## config.mk

```make
export PLATFORM = sky130hd
export DESIGN_NAME = req_arbiter_flat
export DESIGN_NICKNAME = d
export VERILOG_FILES = /design/src/rtl/arb_pkg.sv /design/src/rtl/req_arbiter_if.sv /design/src/rtl/prio_pick4.sv /design/src/rtl/req_arbiter.sv /design/src/flat_wrapper.sv
export SDC_FILE = /design/constraint.sdc
export NUM_CORES = 1
export LEC_CHECK = 0
export ABC_CLOCK_PERIOD_IN_PS = 2900
export CAP_MARGIN = 30
export CORE_AREA = 5 5 46 48
export CTS_CLUSTER_SIZE = 14
export DETAILED_ROUTE_END_ITERATION = 16
export DIE_AREA = 0 0 51 53
export DONT_BUFFER_PORTS = 1
export PLACE_DENSITY = 0.65
export SLEW_MARGIN = 20
export SYNTH_ARGS = -nofsm -noshare
export SYNTH_HDL_FRONTEND = slang
export SYNTH_SLANG_ARGS = --single-unit
```

## constraint.sdc

```tcl
create_clock -name clk -period 2.9 [get_ports clk]
set_input_delay 0.435 -clock clk [delete_from_list [all_inputs] [get_ports clk]]
set_output_delay 0.435 -clock clk [all_outputs]
set_load 0.05 [all_outputs]
```

## src/rtl/arb_pkg.sv

```systemverilog
// ---------------------------------------------------------------------------
// arb_pkg -- shared constants and state encoding for the request arbiter.
//   NUM_REQ : number of requesters (a..d)
//   ID_W    : width of a binary requester index
//   HOLD_W  : width of the grant hold counter
//   state_t : arbiter FSM encoding (IDLE / GRANT)
// ---------------------------------------------------------------------------
package arb_pkg;

  localparam int NUM_REQ = 4;
  localparam int ID_W    = 2;
  localparam int HOLD_W  = 8;

  typedef enum logic {
    IDLE  = 1'b0,
    GRANT = 1'b1
  } state_t;

endpackage : arb_pkg

```

## src/rtl/req_arbiter_if.sv

```systemverilog
// ---------------------------------------------------------------------------
// req_arbiter_if -- request/grant bundle between requesters and the arbiter.
//   req     : request vector, req[3]=a ... req[0]=d
//   gnt     : one-hot grant, same bit order as req
//   gnt_id  : binary index of the granted requester, 0 when nothing granted
//   gnt_vld : high while any grant is active
// Modports:
//   master : requester side (drives req)
//   slave  : arbiter side (drives the grant signals)
// ---------------------------------------------------------------------------
interface req_arbiter_if;
  import arb_pkg::*;

  logic [NUM_REQ-1:0] req;
  logic [NUM_REQ-1:0] gnt;
  logic [ID_W-1:0]    gnt_id;
  logic               gnt_vld;

  modport master (output req, input gnt, gnt_id, gnt_vld);
  modport slave  (input req, output gnt, gnt_id, gnt_vld);

endinterface : req_arbiter_if

```

## src/rtl/prio_pick4.sv

```systemverilog
// ---------------------------------------------------------------------------
// prio_pick4 -- combinational 4-way winner selection.
// Scans the request bits starting at index 'start' and descending with
// wrap-around (start, start-1, ..., start-3 mod 4); the first set bit wins.
// With start=3 this is plain fixed priority req[3] > req[2] > req[1] > req[0].
//   req      : request bits
//   start    : first index examined
//   pick     : one-hot winner (0 when no request)
//   pick_id  : binary index of the winner (0 when no request)
//   pick_vld : any request present
// ---------------------------------------------------------------------------
module prio_pick4
  import arb_pkg::*;
(
  input  logic [NUM_REQ-1:0] req,
  input  logic [ID_W-1:0]    start,
  output logic [NUM_REQ-1:0] pick,
  output logic [ID_W-1:0]    pick_id,
  output logic               pick_vld
);

  logic [ID_W-1:0] idx;

  // NOTE: every output of a combinational block gets a default first, so no
  // path through the block leaves a variable unassigned and infers a latch.
  always_comb begin
    pick     = '0;
    pick_id  = '0;
    pick_vld = 1'b0;
    idx      = '0;
    for (int i = 0; i < NUM_REQ; i++) begin
      // 2-bit subtraction wraps naturally, giving the descending rotation.
      idx = start - ID_W'(i);
      if (!pick_vld && req[idx]) begin
        pick_vld  = 1'b1;
        pick_id   = idx;
        pick[idx] = 1'b1;
      end
    end
  end

endmodule : prio_pick4

```

## src/rtl/req_arbiter.sv

```systemverilog
// ---------------------------------------------------------------------------
// req_arbiter -- 4-requester arbiter with bounded grant hold time.
// An owner keeps the grant while its request stays high; if another
// requester is waiting, the grant is revoked after MAX_HOLD cycles. Every
// grant is followed by at least one idle cycle before the next arbitration.
//
// Parameters:
//   MAX_HOLD : max grant cycles while another requester waits (2..255)
// Ports:
//   clk : clock, rising edge
//   rst : asynchronous, active-high reset
//   bus : req_arbiter_if.slave (req in; gnt, gnt_id, gnt_vld out)
// Configuration:
//   ROUND_ROBIN_EN defined   : search starts at (last_owner-1) mod 4
//   ROUND_ROBIN_EN undefined : fixed priority, no pointer register
// ---------------------------------------------------------------------------
module req_arbiter
  import arb_pkg::*;
#(
  parameter int MAX_HOLD = 8
) (
  input  logic         clk,
  input  logic         rst,
  req_arbiter_if.slave bus
);

  localparam logic [HOLD_W-1:0] HOLD_LAST = HOLD_W'(MAX_HOLD - 1);

  state_t              state, state_n;
  logic [NUM_REQ-1:0]  gnt_q, gnt_n;
  logic [ID_W-1:0]     gnt_id_q, gnt_id_n;
  logic [HOLD_W-1:0]   hold_cnt, hold_cnt_n;
  logic [ID_W-1:0]     start;
  logic [NUM_REQ-1:0]  pick;
  logic [ID_W-1:0]     pick_id;
  logic                pick_vld;
  logic                owner_req;
  logic                other_req;

`ifdef ROUND_ROBIN_EN
  logic [ID_W-1:0]     last_owner, last_owner_n;
  assign start = last_owner - ID_W'(1);
`else
  assign start = ID_W'(NUM_REQ - 1);
`endif

  prio_pick4 u_pick (
    .req      (bus.req),
    .start    (start),
    .pick     (pick),
    .pick_id  (pick_id),
    .pick_vld (pick_vld)
  );

  assign owner_req = |(bus.req & gnt_q);
  assign other_req = |(bus.req & ~gnt_q);

  always_comb begin
    state_n    = state;
    gnt_n      = gnt_q;
    gnt_id_n   = gnt_id_q;
    hold_cnt_n = hold_cnt;
`ifdef ROUND_ROBIN_EN
    last_owner_n = last_owner;
`endif
    unique case (state)
      IDLE: begin
        if (pick_vld) begin
          state_n    = GRANT;
          gnt_n      = pick;
          gnt_id_n   = pick_id;
          hold_cnt_n = '0;
`ifdef ROUND_ROBIN_EN
          last_owner_n = pick_id;
`endif
        end
      end
      GRANT: begin
        // Release is tested first, so a release coinciding with a timeout
        // is simply a release; both lead to IDLE anyway.
        if (!owner_req || (hold_cnt == HOLD_LAST && other_req)) begin
          state_n  = IDLE;
          gnt_n    = '0;
          gnt_id_n = '0;
        end else if (hold_cnt != HOLD_LAST) begin
          // Saturates at HOLD_LAST while nobody else is waiting.
          hold_cnt_n = hold_cnt + HOLD_W'(1);
        end
      end
      default: begin
        state_n  = IDLE;
        gnt_n    = '0;
        gnt_id_n = '0;
      end
    endcase
  end

  // NOTE: sequential state uses non-blocking assignments so every register
  // samples the pre-edge values, independent of statement order.
  always_ff @(posedge clk or posedge rst) begin
    if (rst) begin
      state    <= IDLE;
      gnt_q    <= '0;
      gnt_id_q <= '0;
      hold_cnt <= '0;
`ifdef ROUND_ROBIN_EN
      last_owner <= '0;
`endif
    end else begin
      state    <= state_n;
      gnt_q    <= gnt_n;
      gnt_id_q <= gnt_id_n;
      hold_cnt <= hold_cnt_n;
`ifdef ROUND_ROBIN_EN
      last_owner <= last_owner_n;
`endif
    end
  end

  assign bus.gnt     = gnt_q;
  assign bus.gnt_id  = gnt_id_q;
  assign bus.gnt_vld = |gnt_q;

endmodule : req_arbiter

```

## src/flat_wrapper.sv

```systemverilog
// flat-port wrapper written by rule: the top's interface ports become plain ports
module req_arbiter_flat import arb_pkg::*;
#(
  parameter int MAX_HOLD = 8
)
  (clk, rst, bus_req, bus_gnt, bus_gnt_id, bus_gnt_vld);
  req_arbiter_if bus_i ();
  input  logic clk;
  input  logic rst;
  input wire logic [$bits(bus_i.req)-1:0] bus_req;
  output wire logic [$bits(bus_i.gnt)-1:0] bus_gnt;
  output wire logic [$bits(bus_i.gnt_id)-1:0] bus_gnt_id;
  output wire logic [$bits(bus_i.gnt_vld)-1:0] bus_gnt_vld;
  assign bus_i.req = bus_req;
  assign bus_gnt = bus_i.gnt;
  assign bus_gnt_id = bus_i.gnt_id;
  assign bus_gnt_vld = bus_i.gnt_vld;
  req_arbiter #(.MAX_HOLD(MAX_HOLD)) u_core (.clk(clk), .rst(rst), .bus(bus_i));
endmodule
```

Yosys cells after proc, flatten, opt, wreduce, memory -nomap -nowiden. Index checks and enable logic that the tools add are counted.

Input port bits: 6. Register bits: 15. Word-level logic and storage cells: 54. Output and inout bits: 7.

Muxes and demuxes: 25. Bitwise operators: 4. $add $sub $neg: 1. Eq/ne operators: 6. Reductions and logical operators: 14.

Operator list (count): 8-bit two-way mux (3); 8-bit one-hot mux with 2 select lines (1); 2-bit two-way mux (7); 4-bit two-way mux (3); 4-bit OR reduction (3); 8-bit by 1-bit adder with 8-bit output (second input constant) (1); 4-bit bitwise AND (2); 8-bit by 3-bit equality test with 1-bit output (second input constant) (1); 8-bit by 3-bit != test with 1-bit output (second input constant) (1); 4-bit one-hot mux with 2 select lines (1); 1-bit two-way mux (7); 2-bit != test (second input constant) (3); 1-bit logical AND (4); 1-bit logical NOT (4); 4-bit inverter (1); 2-bit one-hot mux with 2 select lines (1); 3-bit two-way mux (1); 3-bit AND reduction (1); 2-bit by 1-bit != test with 1-bit output (second input constant) (1); 1-bit one-hot mux with 2 select lines (1); 2-bit AND reduction (1); 1-bit logical OR (1); 1-bit inverter (1).

Longest topological paths before layout.
Depth in word-level cells: 12. Depth in mapped cells: 5. Gate-level depth less buffers: 5.

Cells and area by module. Synthesis repeated with hierarchy kept, for this count alone.

Cell total of the unflattened synthesis: 141. Area total of the unflattened synthesis: 1288.7 sq um.

By module, submodules not included: req_arbiter (area each 863.3 sq um, times used 1, sequential area each 375.4 sq um, cells an instance 96); prio_pick4 (area each 425.4 sq um, times used 1, sequential area each 0.0 sq um, cells an instance 45).

Worst setup path before layout. OpenSTA, ideal clock, no wires.

Path kind: register -> output. Start point: reg u_core.gnt_q[1] (netlist: u_core.bus.gnt[1]). End point: out bus_gnt_vld. Buffers on the path: 0. Data required time: 2465 ps. Arrival time: 1411 ps. Stages on the path, launching flop included: 2. Setup slack: 1054 ps. Cell sequence: dfrtp_1 -> or4_1.

Word-level cells in the longest chain between the ends: 1.

Ends and longest elaborated chain: start, declared (line req_arbiter.sv:30) `logic [NUM_REQ-1:0] gnt_q, gnt_n;`; start signal, assigned (line req_arbiter.sv:111) `gnt_q <= gnt_n;`; 4-bit OR reduction (line req_arbiter.sv:122) `assign bus.gnt_vld = |gnt_q;`; end, declared (line flat_wrapper.sv:13) `output wire logic [$bits(bus_i.gnt_vld)-1:0] bus_gnt_vld;`.

Every way passes these cells.

Worst setup path in the final report.
Start point: reg u_core.gnt_q[2] (netlist: u_core.bus.gnt[2]). End point: out bus_gnt_vld.

The elaborated chain is that of the path after synthesis.

==> metrics.yaml <==
run_status:
  status: "complete, no violations"
placed_design:
  place_hpwl_mm: 1.23
  dp_slack_ps: 1020
  io_buffers: 0
  routabilityCongestion: 0.829
logic_synthesis:
  synth_common_cells: "15 x dfrtp_1, 8 x a21oi_1, 7 x nand2_1"
  syn_area_sq_um: 852
  synth_edf_count: 0
  synth_simple_gate_area_share_pct: 18.9
  synth_seq_cells: 15
  netlist_instances: 85
  synth_compound_area_share_pct: 29.7
  netlist.area_leader.share_pct: 44.1
  synth_xor_area_share_pct: 0
  synth_flop_cell: "dfrtp_1"
  yosysMostFrequentCell: "dfrtp_1"
  ys_async_sr_fraction_pct: 100
  yosysWarnings: 0
  synth_top_family_by_area: "compound AO/OA/AOI/OAI gates"
  muxShareOfSynthArea_pct: 3.52
  synth-adder-area-share_pct: 1.47
  ys_seq_area_share_pct: 44.1
  synth_nets: 92
  synthTopCellsByArea: "dfrtp_1 44%, a21oi_1 4.7%, mux2i_1 3.5%, a21o_1 3.5%, o21a_4 3.5%"
  post-synth-top-area-cell: "dfrtp_1"
  synthDistinctLibCells: 35
  syn_avg_cell_area_sq_um: 10.0
pwr:
  leakage_nw: 0.440
  ir_drop_v: 0.000494
  p_per_area_mw_per_mm2: 806
  p_total_uw: 721
clock_network:
  postCtsHoldBufs: 0
  clkTransAtPathRegs_ps: 90
  numCtsBuffers: 3
  clock_sinks: 15
  cts_tree: "built"
  cts_max_level: 1
  cts_buffer_depth: 2
  cts_root_buf: "clkbuf_4"
  clock_latency_ps: 270
  post-cts-setup-buffers: 0
  post_cts_resized: 0
drt:
  wl_per_cell_microns: 15.8
  antenna_left: 0
  postRouteWirelength_mm: 1.66
  detail_route.vias_per_cell: 6.20
  drc: 0
  drt-initial-drc-count: 13
  dr_total_vias: 651
  dr.pass1.iters: 4
worst_setup_path:
  critPathArrivalTime_ps: 1750
  path_class: "flop to primary output"
  crit_chain: "or4_1"
  start_kind: "flop"
  path_max_fanout: 6
  critPathBufInv: 0
  end_kind: "primary output"
  slowest_delay_ps: 860
  cp_top_family: "simple AND/OR/NAND/NOR gates"
  worst_ep_required_time_ps: 2470
  crit_path_top_delay_cell: "or4_1"
global_route:
  antenna_found_initial: 0
  grt_pass1_wl_mm: 2.89
  grt_max_degree: 16
  grt_pass1_vias: 640
  grt_overflow: 0
  gr-usage-all-layers_pct: 14.2
worst_hold_path:
  min_path_type: "input port to async pin"
cells_and_area:
  antenna_cells: 0
  syn2layout_area_growth_pct: 4.99
  layout.nets: 96
  layout-drive-gt1-share_pct: 10.2
timing:
  period_needed_ps: 2190
  fmax_mhz: 458
  setup-violations-final: 0
  report.final.hold_viol_count: 0
  final.setup.tns_ps: 0
  worst_pin_slew_ps: 610
  post-route-period-util_pct: 75.4
  relSlewSlack_pct: 59.3
  fin_skew_ps: 2.25
  grt_setup_unrepaired: "false"
  setup_ws_ps: 715
  maxSlewViolCount: 0
die:
  num_rows: 15
  pin_count: 13
  die_area_sq_mm: 0.00270
  fp.coreArea_sq_mm: 0.00167
  die-width_microns: 51
  start_util_pct: 51.0
  die_y_microns: 53
flow_run:
  drv_cap: 0
==> stage by stage <==
stage	cells	util, %	hold WS, ps	area (sq um)
floorplan	85	-	336	852
global placement	101	52.0	414	868
detailed placement	101	52.0	418	868
CTS	105	53.6	108	895
global route	105	53.6	123	895
finish	105	53.6	86.0	895
==> area by class of cell <==
class / count / area [sq um]
fillers: 156 / 776
inverters: 4 / 15.0
multi-input cells: 65 / 457
well taps: 17 / 21.3
flip-flops and latches: 15 / 375
clock buffers: 4 / 26.3
==> worst paths after layout <==
kind,depth (start not counted),start,to,slack (ps)
max,1,u_core.bus.gnt[2],bus_gnt_vld,710
min,1,rst,u_core.hold_cnt[2],90
max reg2reg,4,u_core.bus.gnt[1],u_core.hold_cnt[7],1210
min reg2reg,1,u_core.hold_cnt[7],u_core.hold_cnt[7],480
max in group asynchronous,1,rst,u_core.hold_cnt[4],2450
min in group clk,2,bus_req[3],u_core.bus.gnt[3],330
==> power by group <==
part,internal (mW),switching (mW),leakage [nW]
registers,0.250,0.154,0.201
clock network,0.0532,0.0645,0.0150
logic,0.0837,0.116,0.224
total,0.386,0.335,0.440
==> state kept, by name, indices dropped and copies added (netlist names) <==
name               count
u_core.hold_cnt        8
u_core.bus.gnt         4
u_core.bus.gnt_id      2
u_core.state           1
==> layout by cell type (no fill, tap or decap), types with 2 or more instances in the layout <==
cell and n:
inv_1 4, a21oi_1 8, nor3_1 2, dfrtp_1 15, a31oi_1 2, o21ai_0 3, nand2_1 7, nand3_1 3
and3_1 3, nor2_1 4, mux2i_1 3, o21a_4 2, clkbuf_4 3, nor2b_1 2, nand2b_1 3, a21o_1 4
==> per-layer routing <==
layer	track usage [%]	wire [microns]	vias up
li1	-	-	323
met1	19.8	805	316
met2	21.5	792	12
met3	3.94	62	0
met4	3.59	0	0
met5	0	0	-
==> logic make-up (layout without fill, tap and decap cells) <==
family	Yosys count	after routing
flip-flops	15	15
adder cells (fa/ha/maj)	1	1
buffers and inverters	5	8
AO/OA/AOI/OAI	31	31
AND/OR/NAND/NOR	30	30
multiplexers	3	3
(Power assumes the default switching activity.)
==> patch 1: new RTL, same settings <==
Set the package constant `HOLD_W` to 10 (it was 8).
--- a/src/rtl/arb_pkg.sv
+++ b/src/rtl/arb_pkg.sv
@@ -11,3 +11,3 @@
   localparam int ID_W    = 2;
-  localparam int HOLD_W  = 8;
+  localparam int HOLD_W  = 10;
 
Behaviour: same outputs for any inputs over 10 cycles, from zero or initial values and one cycle with rst high; that may be too few to reach the edited logic, so the function may still have changed.
==> patch 1 against the original RTL <==
- synthesized cell count rose by 9.4%
- total power rose by 3.2%
- count of clock-buffer cells in the layout did not move
- synthesized area up 11%
- global-route usage up 2.4 points
- sequential cell count up 2
- setup slack worse by 0.023 ns
- utilization up 5.0 points
- clock power grew 4%
- final area is 9.4% higher
- wire length grew 17%
- worst hold slack improved by 0.020 ns
- non-clock buffer count rose by 1
- largest cell class unchanged
==> patch 1: results (changes against the original RTL) <==
----------------------------------------------------
[Status]
  Status ... complete, no violations (unchanged)

[Finish]
  Flip-flop count of the largest register, all copies and words added ... 10 (was 8)
  Ratio of cells with drive above 1 in the final layout ... 0.117 (was 0.102)
  Area Growth Syn to Fin ... 3.17% (was 4.99%)
  Number of inserted filler cells in the final layout ... 137 (was 156)

[GRT]
  Global Route met2 Usage ... 0.227 (was 0.215)
  All-Layer GR Usage ... 0.166 (was 0.142)
  Met1 capacity usage during global routing ... 0.244 (was 0.198)
  Met3 capacity usage during global routing ... 0.0338 (was 0.0394)
  Largest net degree at the start of global routing ... 18 (was 16)

[Critical path]
  Flop-to-flop setup slack ... 0.89 ns (was 1.21 ns)
  Reg-to-reg startpoint ... u_core.bus.gnt[0] (was u_core.bus.gnt[1])
  Category of the worst setup path launch point ... flop (unchanged)

[Place]
  Post-Place Cells ... 107 (was 101)
  Placed wire-length estimate ... 1420 um (was 1230 um)
  Routability congestion estimate from global placement ... 0.788 (was 0.829)
  Setup slack after placement ... 0.942 ns (was 1.02 ns)
  Number of buffers inserted by port buffering ... 0 (unchanged)

[Pwr]
  Clock group power ... 0.123 mW (was 0.118 mW)
  Switching power ... 0.341 mW (was 0.335 mW)
  Worst IR drop on VDD ... 0.000553 V (was 0.000494 V)
  Sum of internal, switching and leakage power ... 0.744 mW (was 0.721 mW)
  Static power due to leakage ... 0.421 nW (was 0.440 nW)

[Routing]
  Detail-routed net length per standard cell ... 17.5 um (was 15.8 um)
  Met1 Routed Length ... 988 um (was 805 um)
  Number of design-rule violations left by the first detailed-router iteration ... 22 (was 13)
  Amount of wire on met3 after detailed routing ... 63 um (was 62 um)
  Met2 wirelength from detailed routing ... 870 um (was 792 um)
  Via count of the routed design ... 739 (was 651)
  Number of vias per cell ... 6.66 (was 6.20)

[Yosys]
  Leading post-synthesis cells by cell area ... sky130_fd_sc_hd__dfrtp_1 (45%), sky130_fd_sc_hd__a22oi_2 (4.0%), sky130_fd_sc_hd__nand2_1 (3.6%) (was sky130_fd_sc_hd__dfrtp_1 (44%), sky130_fd_sc_hd__a21oi_1 (4.7%), sky130_fd_sc_hd__mux2i_1 (3.5%))
  Net count after synthesis ... 100 (was 92)
  Avg Inst Size Synth ... 10.2 sq um (was 10.0 sq um)
  Sequential fraction of the synthesis area ... 0.449 (was 0.441)
  Number of distinct standard cells referenced by the synthesized netlist ... 37 (was 35)
  Total number of yosys warnings ... 0 (unchanged)
  Top cells by count, synth ... sky130_fd_sc_hd__dfrtp_1 (17), sky130_fd_sc_hd__nand2_1 (9), sky130_fd_sc_hd__o21ai_0 (5) (was sky130_fd_sc_hd__dfrtp_1 (15), sky130_fd_sc_hd__a21oi_1 (8), sky130_fd_sc_hd__nand2_1 (7))

[Clock network]
  Clock-pin slew on the worst setup and hold paths ... 0.09 ns (about the same)

[Timing]
  Actual transition at the worst max-transition pin ... 0.624 ns (was 0.610 ns)
  Worst setup skew after layout ... 0.000753 ns (was 0.00225 ns)
  Min Hold Slack ... 0.106 ns (was 0.0860 ns)

----------------------------------------------------
[patch 1: area by class of cell]
class                           count  share of cell area
Sequential cell                    17               0.435
Timing Repair Buffer                1             0.00767
Tap cell                           17              0.0217
Clock buffer                        4              0.0269
Inverter                            4              0.0153
Multi-Input combinational cell     68               0.494
[patch 1: cells by family after synthesis]
kind of cell,share of synthesized area
and+or+nand+nor,0.212
adders and majority gates,0.0132
buffers and inverters,0.0422
AOI/OAI and AO/OA,0.252
muxes,0.0317
DFF,0.449
[patch 1: worst min path at each step]
stage | start | endpoint
after global routing | rst | u_core.bus.gnt[1]
after floorplan | rst | u_core.bus.gnt[0]
final | rst | u_core.bus.gnt[1]
after CTS | rst | u_core.bus.gnt_id[1]
after detailed placement | rst | u_core.bus.gnt_id[1]
after global placement | rst | u_core.bus.gnt_id[0]
==> patch 2: new RTL, config.mk and constraints unchanged <==
Without the edit above. Reset style: synchronous (`rst`), changed in one clocked block. Comments in the files are not updated.
--- a/src/rtl/req_arbiter.sv
+++ b/src/rtl/req_arbiter.sv
@@ -99,3 +99,3 @@
   // samples the pre-edge values, independent of statement order.
-  always_ff @(posedge clk or posedge rst) begin
+  always_ff @(posedge clk) begin
     if (rst) begin
Behaviour: differs if rst is asserted again (counterexample within 4 cycles, from zero or initial values and one cycle with rst high); with rst held inactive, the same outputs for 10 cycles.
==> patch 2 against the original RTL <==
- setup slack gained 0.064 ns
- first-iteration DRC count is the same
- synthesized area grew 1.6%
- wire length grew 22%
- worst hold slack gained 0.12 ns
- sequential cell count is the same
- utilization grew 0.60 points
- final area grew 1.1%
- count of clock-buffer cells in the layout is the same
- critical path type unchanged
Power is not compared: it rests on default switching activity, and its combinational part moved more than twofold at a synthesized area within 25%.
==> patch 2: results (changes against the original RTL) <==
----------------------------------------------------
[Status]
  Status ... complete, no violations (unchanged)

[GRT]
  Largest net degree at the start of global routing ... 23 (was 16)
  All-Layer GR Usage ... 0.172 (was 0.142)
  Via count of the first global-routing pass ... 787 (was 640)
  Global-route wire length before repair ... 3510 um (was 2890 um)

[Routing]
  Wire length after detailed routing ... 2020 um (was 1660 um)
  Via count of the routed design ... 845 (was 651)
  Met2 wirelength from detailed routing ... 923 um (was 792 um)
  Uppermost signal routing layer after detailed routing ... met4 (was met3)
  Amount of wire on met3 after detailed routing ... 135 um (was 62 um)
  Met1 Routed Length ... 915 um (was 805 um)
  Number of design-rule violations left by the first detailed-router iteration ... 13 (unchanged)

[Clock network]
  Buffer cell driving the clock tree root ... sky130_fd_sc_hd__clkbuf_4 (unchanged)
  Skew-Pair Late Insertion Delay ... 0.29 ns (was 0.27 ns)
  Clock-pin slew on the worst setup and hold paths ... 0.09 ns (about the same)
  Post-CTS Resized ... 0 (unchanged)

[Critical path]
  Reg-to-Reg End ... u_core.hold_cnt[5] (was u_core.hold_cnt[7])
  Launching element of the worst setup path ... u_core.bus.gnt[3] (was u_core.bus.gnt[2])
  Flop-to-flop setup slack ... 0.87 ns (was 1.21 ns)
  CP Data Arrival Time ... 1.69 ns (was 1.75 ns)
  Maximum fanout along the worst path ... 6 (unchanged)
  Stage delay of the slowest cell on the critical path ... 0.87 ns

[Pwr]
  Worst IR drop on VDD ... about 0.00027 V
  Internal ... about 0.28 mW

[Yosys]
  Sequential fraction of the synthesis area ... 0.347 (was 0.441)
  Async set-reset flop share out of synthesis ... 0 (was 1.00)
  Leading post-synthesis cells by cell area ... sky130_fd_sc_hd__dfxtp_1 (35%), sky130_fd_sc_hd__a21o_1 (5.2%), sky130_fd_sc_hd__nand2b_1 (4.3%) (was sky130_fd_sc_hd__dfrtp_1 (44%), sky130_fd_sc_hd__a21oi_1 (4.7%), sky130_fd_sc_hd__mux2i_1 (3.5%))
  Top cells by count, synth ... sky130_fd_sc_hd__dfxtp_1 (15), sky130_fd_sc_hd__inv_1 (8), sky130_fd_sc_hd__a21oi_1 (7) (was sky130_fd_sc_hd__dfrtp_1 (15), sky130_fd_sc_hd__a21oi_1 (8), sky130_fd_sc_hd__nand2_1 (7))
  Number of distinct standard cells referenced by the synthesized netlist ... 35 (unchanged)
  Net count after synthesis ... 110 (was 92)

[Timing]
  Relative slew margins ... 0.580 (was 0.593)
  Worst setup skew after layout ... 0.00115 ns (was 0.00225 ns)
  Min Hold Slack ... 0.204 ns (was 0.0860 ns)
  Final Critical Period ... 2.12 ns (was 2.19 ns)

[Place]
  Setup slack after placement ... 0.889 ns (was 1.02 ns)
  Placed wire-length estimate ... 1440 um (was 1230 um)
  Post-placement cell area ... 878 sq um (was 868 sq um)
  Routability congestion estimate from global placement ... 0.812 (was 0.829)

[Hold path]
  Path class of the lowest-slack min-delay path ... in2reg (was in2async)
  Min-Delay Path Depth ... 1

[Finish]
  Ratio of cells with drive above 1 in the final layout ... 0.0577 (was 0.102)
  Number of inserted filler cells in the final layout ... 165 (was 156)

----------------------------------------------------
-- patch 2: cell count changes in the layout (fill, tap and decap cells not counted), moves of 4 or more --
cell	before	now
sky130_fd_sc_hd__nand2_1	7	3
sky130_fd_sc_hd__dfxtp_1	0	15
sky130_fd_sc_hd__dfrtp_1	15	0
sky130_fd_sc_hd__or4_1	1	5
sky130_fd_sc_hd__o32ai_1	0	4
sky130_fd_sc_hd__inv_1	4	8
-- patch 2: logic make-up (layout without fill, tap and decap cells) --
family          after synthesis  in the layout  synth area share
fa+ha+maj                     1              1            0.0144
compound gates               40             40             0.332
flops                        15             15             0.347
buf+inv                      12             13            0.0535
simple gates                 35             35             0.253
-- patch 2: area by class of cell --
class / count / area (sq um) / share of cell area
Clock buffer: 4 / 26.3 / 0.0290
Inverter: 8 / 30.0 / 0.0332
Multi-Input combinational cell: 76 / 519 / 0.574
Sequential cell: 15 / 300 / 0.332
Tap cell: 17 / 21.3 / 0.0235
Timing Repair Buffer: 1 / 7.51 / 0.00830
-- patch 2: metrics by stage --
| step | utilization | cells |
|---|---|---|
| 2_1_floorplan | - | 103 |
| 3_3_place_gp | 0.526 | 117 |
| 3_5_place_dp | 0.526 | 117 |
| 4_1_cts | 0.542 | 121 |
| 5_1_grt | 0.542 | 121 |
| 6_report | 0.542 | 121 |
-- patch 2: routing by layer --
metal | global-route usage | up-vias
li1 | - | 411
met1 | 0.197 | 399
met2 | 0.296 | 30
met3 | 0.0366 | 5
met4 | 0.0942 | 0
met5 | 0 | -
-- patch 2: power groups by stage --
stage               Clock, mW  Sequential (mW)  Combinational [mW]
floorplan                   0            0.236              0.0381
global placement            0            0.242              0.0375
detailed placement          0            0.242              0.0373
CTS                     0.128            0.237              0.0375
global route            0.138            0.238              0.0415
finish                  0.125            0.237              0.0374
